===== config.mk =====
export PLATFORM = sky130hd
export DESIGN_NAME = mvm_engine
export DESIGN_NICKNAME = d
export VERILOG_FILES = /design/src/rtl/mvm_engine.sv
export SDC_FILE = /design/constraint.sdc
export NUM_CORES = 1
export LEC_CHECK = 0
export ABC_AREA = 1
export CAP_MARGIN = 20
export CORE_MARGIN = 2
export CORE_UTILIZATION = 30
export CTS_BUF_LIST = sky130_fd_sc_hd__clkbuf_8 sky130_fd_sc_hd__clkbuf_16
export CTS_CLUSTER_SIZE = 14
export DETAILED_ROUTE_END_ITERATION = 7
export DONT_BUFFER_PORTS = 1
export GPL_TIMING_DRIVEN = 0
export MAX_ROUTING_LAYER = met4
export PLACE_DENSITY = 0.52
export SLEW_MARGIN = 20
export SYNTH_ARGS = -nofsm -noshare
export SYNTH_HDL_FRONTEND = slang
export SYNTH_SLANG_ARGS = --single-unit

===== constraint.sdc =====
create_clock -name clk -period 10.2 [get_ports clk]
set_clock_uncertainty 0.2 [all_clocks]
set_input_delay 2.04 -clock clk [delete_from_list [all_inputs] [get_ports clk]]
set_output_delay 2.04 -clock clk [all_outputs]
set_load 0.1 [all_outputs]

===== src/rtl/mvm_engine.sv =====
// Sequential matrix x binary-vector multiply: one row's masked sum per clock,
// launched by a single start pulse and held until the next accepted start.
module mvm_engine #(
    parameter int MATRIX_ROWS = 6,
    parameter int SHARED_DIM  = 3,
    parameter int WIDTH       = 8
) (
    input  logic                                      clk,
    input  logic                                      reset,
    input  logic                                      start,
    input  logic [MATRIX_ROWS*SHARED_DIM*WIDTH-1:0]   matrix,
    input  logic [MATRIX_ROWS-1:0]                    vector,
    output logic [MATRIX_ROWS*SHARED_DIM*WIDTH-1:0]   result_vector
);

    // A row of the matrix and a result field share the same width.
    localparam int ROW_BITS = SHARED_DIM * WIDTH;
    localparam int ROW_W    = (MATRIX_ROWS > 1) ? $clog2(MATRIX_ROWS) : 1;
    localparam logic [ROW_W-1:0] LAST_ROW = ROW_W'(MATRIX_ROWS - 1);

    typedef enum logic [1:0] {
        S_IDLE,
        S_COMPUTE,
        S_DONE
    } state_t;

    state_t                            r_state;
    state_t                            w_next_state;
    logic [ROW_W-1:0]                  r_row;
    logic [MATRIX_ROWS*ROW_BITS-1:0]   r_matrix;
    logic [SHARED_DIM-1:0]             r_vector;
    logic [MATRIX_ROWS*ROW_BITS-1:0]   r_result;
    logic [ROW_BITS-1:0]               w_row_elems;
    logic [ROW_BITS-1:0]               w_row_sum;
    logic                              w_accept;
    logic                              w_last_row;

    assign w_accept   = (r_state == S_IDLE) && start;
    assign w_last_row = (r_row == LAST_ROW);

    // NOTE: state and datapath registers use non-blocking assignments so every
    // flop samples the pre-edge values regardless of process ordering.
    always_ff @(posedge clk or posedge reset) begin
        if (reset) begin
            r_state <= S_IDLE;
        end else begin
            r_state <= w_next_state;
        end
    end

    // NOTE: the default assignment first means no path leaves w_next_state
    // unassigned, so no latch is inferred.
    always_comb begin
        w_next_state = r_state;
        case (r_state)
            S_IDLE:    if (start) w_next_state = S_COMPUTE;
            S_COMPUTE: if (w_last_row) w_next_state = S_DONE;
            S_DONE:    w_next_state = S_IDLE;
            default:   w_next_state = S_IDLE;
        endcase
    end

    assign w_row_elems = r_matrix[r_row*ROW_BITS +: ROW_BITS];

    // Binary activations turn the dot product into a masked sum; no multipliers.
    always_comb begin
        w_row_sum = '0;
        for (int c = 0; c < SHARED_DIM; c++) begin
            if (r_vector[c]) begin
                w_row_sum = w_row_sum + ROW_BITS'(w_row_elems[c*WIDTH +: WIDTH]);
            end
        end
    end

    // NOTE: the operand and result registers are small and must read 0 after
    // reset, so they are reset like any other flop rather than left as memory.
    always_ff @(posedge clk or posedge reset) begin
        if (reset) begin
            r_row    <= '0;
            r_matrix <= '0;
            r_vector <= '0;
            r_result <= '0;
        end else if (w_accept) begin
            r_row    <= '0;
            r_matrix <= matrix;
            r_vector <= vector[SHARED_DIM-1:0];
            r_result <= '0;
        end else if (r_state == S_COMPUTE) begin
            r_result[r_row*ROW_BITS +: ROW_BITS] <= w_row_sum;
            r_row <= w_last_row ? '0 : r_row + 1'b1;
        end
    end

    assign result_vector = r_result;

    // Vector bits beyond the dot-product length carry no meaning.
    generate
        if (MATRIX_ROWS > SHARED_DIM) begin : g_spare_vector
            logic w_unused_vector;
            assign w_unused_vector = ^vector[MATRIX_ROWS-1:SHARED_DIM];
        end
    endgenerate

endmodule


==> out/summary.txt, run 1 <==
==========================================================================================
Worst Hold Class                                                              flip-flop to flip-flop
Sequential cell area fraction in the yosys report                                   51.55%
Most frequent cells in the layout                                             sky130_fd_sc_hd__nand2_1, sky130_fd_sc_hd__dfrtp_1, sky130_fd_sc_hd__o21ai_0
FF-to-FF setup slack                                                               3.60 ns
Netlist area before placement                                                   14370 um^2
Count of final hold-check violations                                                     0
Critical Path Start Type                                                         flip-flop
Number of cell rows                                                                     80
Sum of overflow across all layers after global routing                                   0
Post-cts hold buffer count                                                               0
Share of the synthesized netlist area taken by xor and xnor gates                  0.9231%
Final critical-path share of the clock period                                       64.73%
Share of final-layout standard cells stronger than drive strength 1                 7.604%
Transition time at the pin with the least slew margin                             1.012 ns
Net count of the mapped netlist                                                       2012
Endpoint of the worst register-to-register path                               result_vector[95]$_DFFE_PP0P_
Chip Width                                                                        222.8 um
Crit end category                                                                flip-flop
All-Layer GR Usage                                                                  21.36%
Relative area change from synthesis to final layout                                 15.85%
Cells on Worst Hold Path                                                                 2
Weighted congestion at the end of routability-driven global placement               0.9634
Post-synthesis cell count                                                             1833
Setup fix buffers added after clock tree synthesis                                       0
Commonest non-fill, non-tap cell in the layout                                sky130_fd_sc_hd__nand2_1
Clock Latency Late Sink                                                            0.55 ns
Number of H-tree levels                                                                  2
CP arrival                                                                         6.87 ns
Pin count of the biggest net entering global routing                                    36
CP peak stage delay                                                                0.66 ns
Synthesis warning total                                                                  0
Average instance area after synthesis                                           7.838 um^2
First-pass iteration count of the detailed router                                        5
Dominant combinational cell family by area after synthesis                    simple AND/OR/NAND/NOR gates
Beginning of the worst register-to-register path                              r_row[0]$_DFFE_PP0P_
Iter 0 DRT Violations                                                                 1122
Final setup fails                                                                        0
Initial antenna violation count                                                          2
Post-route antenna net violation count                                                   0
Capturing element of the worst setup path                                     result_vector[95]$_DFFE_PP0P_
Vias in the first global route                                                       12574
Starting density of the core                                                        30.22%
Port Buffers                                                                             0
Vias                                                                                 12603
Complex-gate fraction of the synthesized area                                       9.492%
Global-route wire length before repair                                            77850 um
Clock tree from TritonCTS                                                              yes
Area of the core region                                                         47550 um^2
Maximum clock insertion buffer count                                                     3
Vias per Instance                                                                    4.993
Post-DR wirelength/cell                                                           20.38 um
Final slew viol count                                                                    0
Outcome                                                                          completed
Critical path's most frequent cell                                            sky130_fd_sc_hd__nand2_1
Critical path peak fanout                                                               11
IO Pins                                                                                297
Maximum frequency from static timing analysis                                    151.5 MHz
Setup CP Type                                                                 flip-flop to flip-flop
Unrepaired setup endpoints after global routing                                         no
Max Cap Viol                                                                             0
Synthesized-area fraction occupied by adder cells                                   2.421%
NumNets Final                                                                         2060
Clock edge transition at the registers on the reported setup and hold paths        0.06 ns
Share of cell area taken by muxes after synthesis                                       0%
Number of sinks handled by clock tree synthesis                                        296
Number of distinct library cells after synthesis                                        42
Share of synthesized cell area in and, or, nand and nor gates                       30.31%
Worst slew margin                                                                   32.56%
Worst path required time                                                          10.47 ns
Post-detailed-placement half-perimeter wirelength                                 39690 um
Post-CTS resize count                                                                    0
Setup crit start                                                              r_row[0]$_DFFE_PP0P_
Root Buffer                                                                   sky130_fd_sc_hd__clkbuf_16
Die Footprint                                                                   49660 um^2
Total length of routed wires                                                      51430 um
Number of CTS-inserted buffers                                                          36
Number of DRC violations after detailed routing                                          0
Slowest cell on crit path                                                     sky130_fd_sc_hd__buf_1
Count of filler cells inserted in the layout                                          5070
Number of cell instances on the worst register-to-register path                         28
Post-synthesis register bit count                                                      296
Die boundary height                                                               222.8 um
Total Neg Setup Slack                                                                 0 ns
Final period demand of the worst path                                             6.602 ns
==========================================================================================
==> cells in the mapped netlist <==
| cell | n | share of area [%] |
|---|---|---|
| sky130_fd_sc_hd__a21o_1 | 2 | 0.10 |
| sky130_fd_sc_hd__a21oi_1 | 38 | 1.3 |
| sky130_fd_sc_hd__a22o_1 | 5 | 0.30 |
| sky130_fd_sc_hd__a32oi_1 | 1 | 0.061 |
| sky130_fd_sc_hd__and2_1 | 5 | 0.22 |
| sky130_fd_sc_hd__buf_1 | 10 | 0.26 |
| sky130_fd_sc_hd__buf_2 | 5 | 0.17 |
| sky130_fd_sc_hd__buf_4 | 9 | 0.47 |
| sky130_fd_sc_hd__clkbuf_1 | 55 | 1.4 |
| sky130_fd_sc_hd__clkbuf_2 | 1 | 0.035 |
| sky130_fd_sc_hd__clkinv_1 | 1 | 0.026 |
| sky130_fd_sc_hd__dfrtp_1 | 296 | 52 |
| sky130_fd_sc_hd__fa_1 | 3 | 0.42 |
| sky130_fd_sc_hd__ha_1 | 23 | 2.0 |
| sky130_fd_sc_hd__inv_1 | 88 | 2.3 |
| sky130_fd_sc_hd__inv_2 | 21 | 0.55 |
| sky130_fd_sc_hd__inv_4 | 1 | 0.044 |
| sky130_fd_sc_hd__nand2_1 | 760 | 20 |
| sky130_fd_sc_hd__nand2_4 | 1 | 0.078 |
| sky130_fd_sc_hd__nand3_1 | 100 | 3.5 |
| sky130_fd_sc_hd__nand3_2 | 7 | 0.49 |
| sky130_fd_sc_hd__nand3b_1 | 2 | 0.10 |
| sky130_fd_sc_hd__nand4_1 | 41 | 1.8 |
| sky130_fd_sc_hd__nand4_2 | 1 | 0.087 |
| sky130_fd_sc_hd__nor2_1 | 106 | 2.8 |
| sky130_fd_sc_hd__nor2_2 | 4 | 0.17 |
| sky130_fd_sc_hd__nor2_4 | 5 | 0.39 |
| sky130_fd_sc_hd__nor2_8 | 1 | 0.14 |
| sky130_fd_sc_hd__nor3_1 | 1 | 0.035 |
| sky130_fd_sc_hd__nor3_2 | 7 | 0.49 |
| sky130_fd_sc_hd__o21ai_0 | 188 | 6.5 |
| sky130_fd_sc_hd__o21ai_1 | 22 | 0.77 |
| sky130_fd_sc_hd__o21ai_2 | 1 | 0.061 |
| sky130_fd_sc_hd__o21bai_1 | 1 | 0.052 |
| sky130_fd_sc_hd__o22ai_1 | 5 | 0.22 |
| sky130_fd_sc_hd__o31ai_1 | 1 | 0.052 |
| sky130_fd_sc_hd__or2_2 | 5 | 0.22 |
| sky130_fd_sc_hd__xnor2_1 | 2 | 0.12 |
| sky130_fd_sc_hd__xnor2_2 | 1 | 0.11 |
| sky130_fd_sc_hd__xnor2_4 | 1 | 0.19 |
| sky130_fd_sc_hd__xor2_1 | 5 | 0.30 |
| sky130_fd_sc_hd__xor2_4 | 1 | 0.19 |
==> worst max-delay path: cells and delay by family, from the launching register on <==
family                   cells  cell delay, ns
flip-flops                   1            0.46
AO/OA/AOI/OAI                3            0.79
buffers and inverters        6            2.12
adder cells (fa/ha/maj)      2            0.66
AND/OR/NAND/NOR             17            2.26
==> registers in the layout, indices dropped and copies added, names as in the netlist <==
register       cells
r_matrix         144
r_row              3
r_state            2
r_vector           3
result_vector    144
==> how the worst min path moves through the flow <==
stage	start	slack (ns)	end
5_1_grt	r_matrix[128]$_DFFE_PP0P_	0.29	r_matrix[128]$_DFFE_PP0P_
3_3_place_gp	r_matrix[71]$_DFFE_PP0P_	0.26	r_matrix[71]$_DFFE_PP0P_
4_1_cts	r_matrix[119]$_DFFE_PP0P_	0.28	r_matrix[119]$_DFFE_PP0P_
3_5_place_dp	r_matrix[21]$_DFFE_PP0P_	0.26	r_matrix[21]$_DFFE_PP0P_
6_report	r_matrix[114]$_DFFE_PP0P_	0.27	r_matrix[114]$_DFFE_PP0P_
2_1_floorplan	r_matrix[137]$_DFFE_PP0P_	0.24	r_matrix[137]$_DFFE_PP0P_
==> metrics by stage <==
step	area [um^2]	cells	setup WS (ns)	utilization [%]	hold slack, ns
after floorplan	14370	1833	4.029	-	0.2414
after global placement	15140	2448	2.297	31.84	0.2581
after detailed placement	15340	2458	3.634	32.27	0.2600
after CTS	16640	2522	3.580	35.00	0.2758
after global routing	16640	2524	2.987	35.01	0.2910
final	16640	2524	3.598	35.01	0.2748
==> metal layers <==
layer	wire (um)	part of all wire [%]	vias up	track usage [%]
met5	0	0	-	-
met4	1225	2.4	0	5.910
met3	3650	7.1	70	4.814
met2	24190	47	495	34.44
met1	22360	43	6041	26.98
li1	-	-	5997	-
==> cells by family after synthesis <==
group / Yosys count
simple gates: 1046
flops: 296
compound gates: 264
buf+inv: 191
fa+ha+maj: 26
xor+xnor: 10
==> final cells by class <==
type                            count  area [um^2]  area share (%)
Antenna cell                        2        5.005         0.03007
Timing Repair Buffer               10        200.2           1.203
Inverter                          111        422.9           2.541
Tap cell                          615        769.5           4.623
Clock buffer                       44         1011           6.074
Sequential cell                   296         7407           44.50
Multi-Input combinational cell   1346         6200           37.25
Buffer                             80        342.8           2.060
Clock inverter                     20        286.5           1.721
Power of run 1 is left out: the tool's default activity adds up to more than one toggle a clock period on the data nets, which glitch-free logic cannot reach.
==> run 2, diff against run 1 <==
==> constraint.sdc (replaced) <==
create_clock -name clk -period 5.7 [get_ports clk]
set_clock_uncertainty 0.2 [all_clocks]
set_input_delay 1.14 -clock clk [delete_from_list [all_inputs] [get_ports clk]]
set_output_delay 1.14 -clock clk [all_outputs]
set_load 0.1 [all_outputs]
==> out/summary.txt, run 2 (same netlist as run 1, synthesis figures left out) <==
==========================================================================================
Non-filler instance count after layout                                                2521   was 2524
Critical Path Start Type                                                         flip-flop   unchanged
Iter 0 DRT Violations                                                                 1124   was 1122
First-pass iteration count of the detailed router                                        5   unchanged
IO Pins                                                                                297   unchanged
Port Buffers                                                                             0   unchanged
Maximum clock insertion buffer count                                                     3   unchanged
Number of placed instances with taps included                                         2458   unchanged
Final slew viol count                                                                    0   unchanged
Transition time at the pin with the least slew margin                             1.008 ns   was 1.012 ns
Setup CP Type                                                                 flip-flop to flip-flop   unchanged
Share of final-layout standard cells stronger than drive strength 1                 8.246%   was 7.604%
Worst Hold Class                                                              flip-flop to flip-flop   unchanged
FF+latch area                                                                    7408 um^2   was 7407 um^2
Met3 wire len                                                                      3662 um   was 3650 um
Number of H-tree levels                                                                  2   unchanged
Number of CTS-inserted buffers                                                          36   unchanged
Total length of routed wires                                                      51350 um   was 51430 um
NumNets Final                                                                         2057   was 2060
Vias                                                                                 12656   was 12603
Final setup fails                                                                        0   unchanged
Clock edge transition at the registers on the reported setup and hold paths        0.06 ns   about the same
Chip Width                                                                        222.8 um   unchanged
Post-route antenna net violation count                                                   0   unchanged
Area of the core region                                                         47550 um^2   unchanged
Vias in the first global route                                                       12565   was 12574
Critical path peak fanout                                                               19   was 11
Area of the multi-input gates                                                    6211 um^2   was 6200 um^2
Max layer used                                                                        met4   unchanged
Final critical-path share of the clock period                                       93.34%   was 64.73%
Die boundary height                                                               222.8 um   unchanged
Crit end category                                                                flip-flop   unchanged
Number of cell rows                                                                     80   unchanged
Worst slew margin                                                                   32.77%   was 32.56%
Number of DRC violations after detailed routing                                          0   unchanged
Final period demand of the worst path                                             5.320 ns   was 6.602 ns
Initial antenna violation count                                                          2   unchanged
All-Layer GR Usage                                                                  21.33%   was 21.36%
Finished Cell Area                                                              16670 um^2   was 16640 um^2
Clock Latency Late Sink                                                            0.55 ns   about the same
Met1 Wirelength                                                                   22220 um   was 22360 um
Outcome                                                                          completed   unchanged
Vias per Instance                                                                    5.020   was 4.993
Max Cap Viol                                                                             0   unchanged
Clock tree from TritonCTS                                                              yes   unchanged
Placed inst area                                                                15340 um^2   unchanged
Worst path required time                                                           5.97 ns   was 10.47 ns
Count of filler cells inserted in the layout                                          5058   was 5070
Pin count of the biggest net entering global routing                                    36   unchanged
Global-route wire length before repair                                            77790 um   was 77850 um
Post-detailed-placement half-perimeter wirelength                                 39690 um   unchanged
Starting density of the core                                                        30.22%   unchanged
Post-cts hold buffer count                                                               0   unchanged
Most frequent cells in the layout                                             sky130_fd_sc_hd__nand2_1, sky130_fd_sc_hd__dfrtp_1, sky130_fd_sc_hd__o21ai_0   unchanged
Die Footprint                                                                   49660 um^2   unchanged
Commonest non-fill, non-tap cell in the layout                                sky130_fd_sc_hd__nand2_1   unchanged
Weighted congestion at the end of routability-driven global placement               0.9634   unchanged
Count of final hold-check violations                                                     0   unchanged
CP arrival                                                                         5.59 ns   was 6.87 ns
Number of sinks handled by clock tree synthesis                                        296   unchanged
Unrepaired setup endpoints after global routing                                         no   unchanged
Relative area change from synthesis to final layout                                 16.02%   was 15.85%
Sum of overflow across all layers after global routing                                   0   unchanged
Root Buffer                                                                   sky130_fd_sc_hd__clkbuf_16   unchanged
Met2 wire len                                                                     24200 um   was 24190 um
Post-DR wirelength/cell                                                           20.37 um   was 20.38 um
Maximum frequency from static timing analysis                                    188.0 MHz   was 151.5 MHz
==========================================================================================
[run 2: cell count changes in the layout (fill, tap and decap cells not counted), moves of 2 or more]
cell                       previous run  this run
sky130_fd_sc_hd__buf_1               10         8
sky130_fd_sc_hd__clkbuf_4             0         2
sky130_fd_sc_hd__o21ai_1             22        26
sky130_fd_sc_hd__nor2_1             106       104
sky130_fd_sc_hd__clkbuf_1            54        45
sky130_fd_sc_hd__o21ai_0            188       184
sky130_fd_sc_hd__clkbuf_2             2         7
[run 2: critical path: stages (launching register included)]
cell and delay, ns:
sky130_fd_sc_hd__dfrtp_1 0.44, sky130_fd_sc_hd__clkbuf_2 0.28, sky130_fd_sc_hd__buf_4 0.28, sky130_fd_sc_hd__buf_2 0.27, sky130_fd_sc_hd__a21oi_1 0.06, sky130_fd_sc_hd__o21ai_0 0.15, sky130_fd_sc_hd__o21ai_0 0.26, sky130_fd_sc_hd__nand2_1 0.11
sky130_fd_sc_hd__o21ai_1 0.16, sky130_fd_sc_hd__fa_1 0.49, sky130_fd_sc_hd__nand3_1 0.09, sky130_fd_sc_hd__nand3_1 0.15, sky130_fd_sc_hd__xor2_1 0.19, sky130_fd_sc_hd__nand2_1 0.09, sky130_fd_sc_hd__nand2_1 0.07, sky130_fd_sc_hd__ha_1 0.35
sky130_fd_sc_hd__nand2_1 0.07, sky130_fd_sc_hd__inv_1 0.07, sky130_fd_sc_hd__a21oi_1 0.08, sky130_fd_sc_hd__or2_2 0.27, sky130_fd_sc_hd__nand3_1 0.22, sky130_fd_sc_hd__nand2_1 0.14, sky130_fd_sc_hd__nor2_2 0.49, sky130_fd_sc_hd__nand3_1 0.15
sky130_fd_sc_hd__nand2_1 0.09
[run 2: metrics by stage]
stage | util (%) | hold WS, ns | worst slack, ns | setup TNS (ns)
final | 35.06 | 0.2739 | 0.3797 | 0
after global routing | 35.06 | 0.2910 | 0.006930 | 0
after CTS | 35.01 | 0.2758 | 0.01046 | 0
after detailed placement | 32.27 | 0.2600 | -0.8656 | -31.53
after global placement | 31.84 | 0.2581 | -1.303 | -398.49
after floorplan | - | 0.2414 | 0.4289 | 0
[run 2: cell type report]
cell class | instances | share of cell area [%]
well taps | 615 | 4.616
plain buffers | 77 | 2.117
inverters | 111 | 2.552
diodes | 2 | 0.03002
repair buffers | 10 | 1.201
clock buffers | 44 | 6.065
clock inverters | 20 | 1.719
flip-flops and latches | 296 | 44.44
multi-input cells | 1346 | 37.26
[run 2: repair_timing]
action,in CTS,in global routing
endpoints found under the setup margin,103,70
setup buffers,0,0
pin swaps,0,0
gates resized for setup,9,22
[run 2: path summary, 6_finish.rpt]
path / start / to / slack, ns / cells after the start
setup / recovery: r_row[1]$_DFFE_PP0P_ / result_vector[125]$_DFFE_PP0P_ / 0.38 / 24
hold / removal: r_matrix[119]$_DFFE_PP0P_ / r_matrix[119]$_DFFE_PP0P_ / 0.27 / 2
setup reg to reg: r_row[1]$_DFFE_PP0P_ / result_vector[125]$_DFFE_PP0P_ / 0.38 / 24
hold reg to reg: r_matrix[119]$_DFFE_PP0P_ / r_matrix[119]$_DFFE_PP0P_ / 0.27 / 2
max in group asynchronous: reset / r_matrix[102]$_DFFE_PP0P_ / 3.74 / 5
min in group asynchronous: reset / result_vector[114]$_DFFE_PP0P_ / 0.33 / 1
[run 2: per-layer routing]
layer  vias to the layer above  global-route usage [%]
li1                       5992                       -
met1                      6095                   26.97
met2                       493                   34.39
met3                        76                   4.800
met4                         0                   5.910
met5                         -                       -
Power of run 2 is left out for the same reason.
==> run 3, diff against run 2 <==
--- a/config.mk
+++ b/config.mk
@@ -15,7 +15,8 @@
 export DONT_BUFFER_PORTS = 1
 export GPL_TIMING_DRIVEN = 0
 export MAX_ROUTING_LAYER = met4
-export PLACE_DENSITY = 0.52
+export PLACE_DENSITY_LB_ADDON = 0.15
+export SKIP_LAST_GASP = 1
 export SLEW_MARGIN = 20
 export SYNTH_ARGS = -nofsm -noshare
 export SYNTH_HDL_FRONTEND = slang
==> out/summary.txt, run 3 (same netlist as run 1, synthesis figures left out) <==
==========================================================================================
Dpl ws                                                                          -0.6846 ns   was -0.8656 ns
NumNets Final                                                                         2059   was 2057
CP arrival                                                                         5.60 ns   was 5.59 ns
Initial antenna violation count                                                          5   was 2
Clock tree from TritonCTS                                                              yes   unchanged
Final slew viol count                                                                    0   unchanged
Number of DRC violations after detailed routing                                          0   unchanged
Crit end category                                                                flip-flop   unchanged
Unrepaired setup endpoints after global routing                                         no   unchanged
Post-cts hold buffer count                                                               0   unchanged
Critical-path cell list                                                       buf_4 -> buf_6 -> clkbuf_1 -> o21ai_0 -> o21ai_0 -> nand2_1 -> o21ai_1 -> fa_1 -> nand3_1 -> nand3_1 -> xor2_1 -> nand2_1 -> nand2_1 -> ha_1 -> nand2_1 -> inv_1 -> a21oi_1 -> or2_2 -> nand3_1 -> nand2_1 -> nor2_2 -> nand3_1 -> nand2_1   was clkbuf_2 -> buf_4 -> buf_2 -> a21oi_1 -> o21ai_0 -> o21ai_0 -> nand2_1 -> o21ai_1 -> fa_1 -> nand3_1 -> nand3_1 -> xor2_1 -> nand2_1 -> nand2_1 -> ha_1 -> nand2_1 -> inv_1 -> a21oi_1 -> or2_2 -> nand3_1 -> nand2_1 -> nor2_2 -> nand3_1 -> nand2_1
Post-detailed-placement half-perimeter wirelength                                 40390 um   was 39690 um
Number of placed instances with taps included                                         2459   was 2458
Port Buffers                                                                             0   unchanged
Number of H-tree levels                                                                  2   unchanged
Post-route antenna net violation count                                                   0   unchanged
Critical path's most frequent cell                                            sky130_fd_sc_hd__nand2_1   unchanged
FF-to-FF setup slack                                                               0.38 ns   about the same
Non-filler instance count after layout                                                2527   was 2521
Finished Cell Area                                                              16680 um^2   was 16670 um^2
Number of cell rows                                                                     80   unchanged
Vias in the first global route                                                       12429   was 12565
Weighted congestion at the end of routability-driven global placement               0.9236   was 0.9634
Starting density of the core                                                        30.22%   unchanged
Worst path required time                                                           5.98 ns   was 5.97 ns
Worst Hold Class                                                              flip-flop to flip-flop   unchanged
Global-route wire length before repair                                            78830 um   was 77790 um
Sum of overflow across all layers after global routing                                   0   unchanged
Slowest cell on crit path                                                     sky130_fd_sc_hd__fa_1   unchanged
Count of filler cells inserted in the layout                                          5054   was 5058
IO Pins                                                                                297   unchanged
Number of CTS-inserted buffers                                                          37   was 36
Clock Latency Late Sink                                                            0.56 ns   was 0.55 ns
Final critical-path share of the clock period                                       93.26%   was 93.34%
Most frequent cells in the layout                                             sky130_fd_sc_hd__nand2_1, sky130_fd_sc_hd__dfrtp_1, sky130_fd_sc_hd__o21ai_0   unchanged
Share of final-layout standard cells stronger than drive strength 1                 8.185%   was 8.246%
Endpoint of the worst register-to-register path                               result_vector[101]$_DFFE_PP0P_   was result_vector[125]$_DFFE_PP0P_
Critical path peak fanout                                                               19   unchanged
Relative area change from synthesis to final layout                                 16.07%   was 16.02%
Transition time at the pin with the least slew margin                             1.032 ns   was 1.008 ns
Vias per Instance                                                                    4.915   was 5.020
Maximum frequency from static timing analysis                                    188.1 MHz   was 188.0 MHz
Maximum clock insertion buffer count                                                     3   unchanged
First-pass iteration count of the detailed router                                        5   unchanged
Placed inst area                                                                15380 um^2   was 15340 um^2
Buffering stage count on the worst path with inverters included                          4   unchanged
End point of the most critical hold path                                      r_matrix[69]$_DFFE_PP0P_   was r_matrix[119]$_DFFE_PP0P_
Family with the most delay on the worst path                                  simple AND/OR/NAND/NOR gates   unchanged
All-Layer GR Usage                                                                  21.77%   was 21.33%
Area of the core region                                                         47550 um^2   unchanged
Setup fix buffers added after clock tree synthesis                                       0   unchanged
Setup CP Type                                                                 flip-flop to flip-flop   unchanged
Worst slew margin                                                                   31.18%   was 32.77%
Number of cell instances on the worst register-to-register path                         23   was 24
Number of sinks handled by clock tree synthesis                                        296   unchanged
Cells on Worst Hold Path                                                                 2   unchanged
Beginning of the worst register-to-register path                              r_row[0]$_DFFE_PP0P_   was r_row[1]$_DFFE_PP0P_
Pin count of the biggest net entering global routing                                    33   was 36
Commonest non-fill, non-tap cell in the layout                                sky130_fd_sc_hd__nand2_1   unchanged
Worst hold path startpoint                                                    r_matrix[69]$_DFFE_PP0P_   was r_matrix[119]$_DFFE_PP0P_
Outcome                                                                          completed   unchanged
Post-DR wirelength/cell                                                           20.62 um   was 20.37 um
Final period demand of the worst path                                             5.316 ns   was 5.320 ns
Total length of routed wires                                                      52120 um   was 51350 um
Vias                                                                                 12419   was 12656
Critical Path Start Type                                                         flip-flop   unchanged
Max Cap Viol                                                                             0   unchanged
Chip Width                                                                        222.8 um   unchanged
CP peak stage delay                                                                0.50 ns   was 0.49 ns
Iter 0 DRT Violations                                                                 1059   was 1124
Die boundary height                                                               222.8 um   unchanged
Clock edge transition at the registers on the reported setup and hold paths        0.06 ns   about the same
Root Buffer                                                                   sky130_fd_sc_hd__clkbuf_16   unchanged
Worst hold margin                                                                0.2729 ns   was 0.2739 ns
Post-route setup slack                                                           0.3843 ns   was 0.3797 ns
Final setup fails                                                                        0   unchanged
Die Footprint                                                                   49660 um^2   unchanged
Count of final hold-check violations                                                     0   unchanged
==========================================================================================
run 3: cell count changes in the layout (fill, tap and decap cells not counted), moves of 3 or more:
cell,previous run,this run
sky130_fd_sc_hd__bufinv_16,6,2
sky130_fd_sc_hd__clkbuf_8,8,12
sky130_fd_sc_hd__diode_2,2,6
sky130_fd_sc_hd__inv_1,90,93
sky130_fd_sc_hd__clkinvlp_4,4,1
sky130_fd_sc_hd__buf_16,0,3
run 3: worst max-delay path by stage:
stage,from,to,cells past startpoint
2_1_floorplan,reset,r_matrix[0]$_DFFE_PP0P_,1
3_3_place_gp,reset,result_vector[138]$_DFFE_PP0P_,1
3_5_place_dp,r_row[0]$_DFFE_PP0P_,result_vector[127]$_DFFE_PP0P_,27
4_1_cts,r_row[0]$_DFFE_PP0P_,result_vector[39]$_DFFE_PP0P_,27
5_1_grt,r_row[0]$_DFFE_PP0P_,result_vector[63]$_DFFE_PP0P_,28
6_report,r_row[0]$_DFFE_PP0P_,result_vector[101]$_DFFE_PP0P_,23
run 3: worst min-delay path: stages, from the launching register on:
cell,delay [ns]
sky130_fd_sc_hd__dfrtp_1,0.34
sky130_fd_sc_hd__nand2_1,0.05
sky130_fd_sc_hd__nand2_1,0.05
run 3: layer usage:
layer / GRT usage (%) / wire, um
met5: - / 0
met4: 7.772 / 1729
met3: 5.422 / 4251
met2: 33.82 / 23860
met1: 27.54 / 22270
run 3: through the flow:
step / TNS (ns) / utilization [%]
2_1_floorplan: 0 / -
3_3_place_gp: -453.12 / 31.84
3_5_place_dp: -28.11 / 32.36
4_1_cts: 0 / 34.97
5_1_grt: 0 / 35.07
6_report: 0 / 35.07
run 3: final cells by class:
cell class	count	area [um^2]	area share, %
clock inverter	16	152.6	0.9154
timing repair buffer	11	242.7	1.456
buffer	77	351.6	2.108
clock buffer	49	1091	6.543
tap	615	769.5	4.614
multi-input combinational	1346	6223	37.32
sequential	296	7407	44.42
inverter	111	422.9	2.536
antenna	6	15.01	0.09004
run 3: what timing repair did:
action | 4_1_cts | 5_1_grt
resized for setup | 7 | 25
setup endpoints to repair | 103 | 88
pin swaps | 0 | 0
hold endpoints to repair | 0 | 0
Power of run 3 is left out for the same reason.
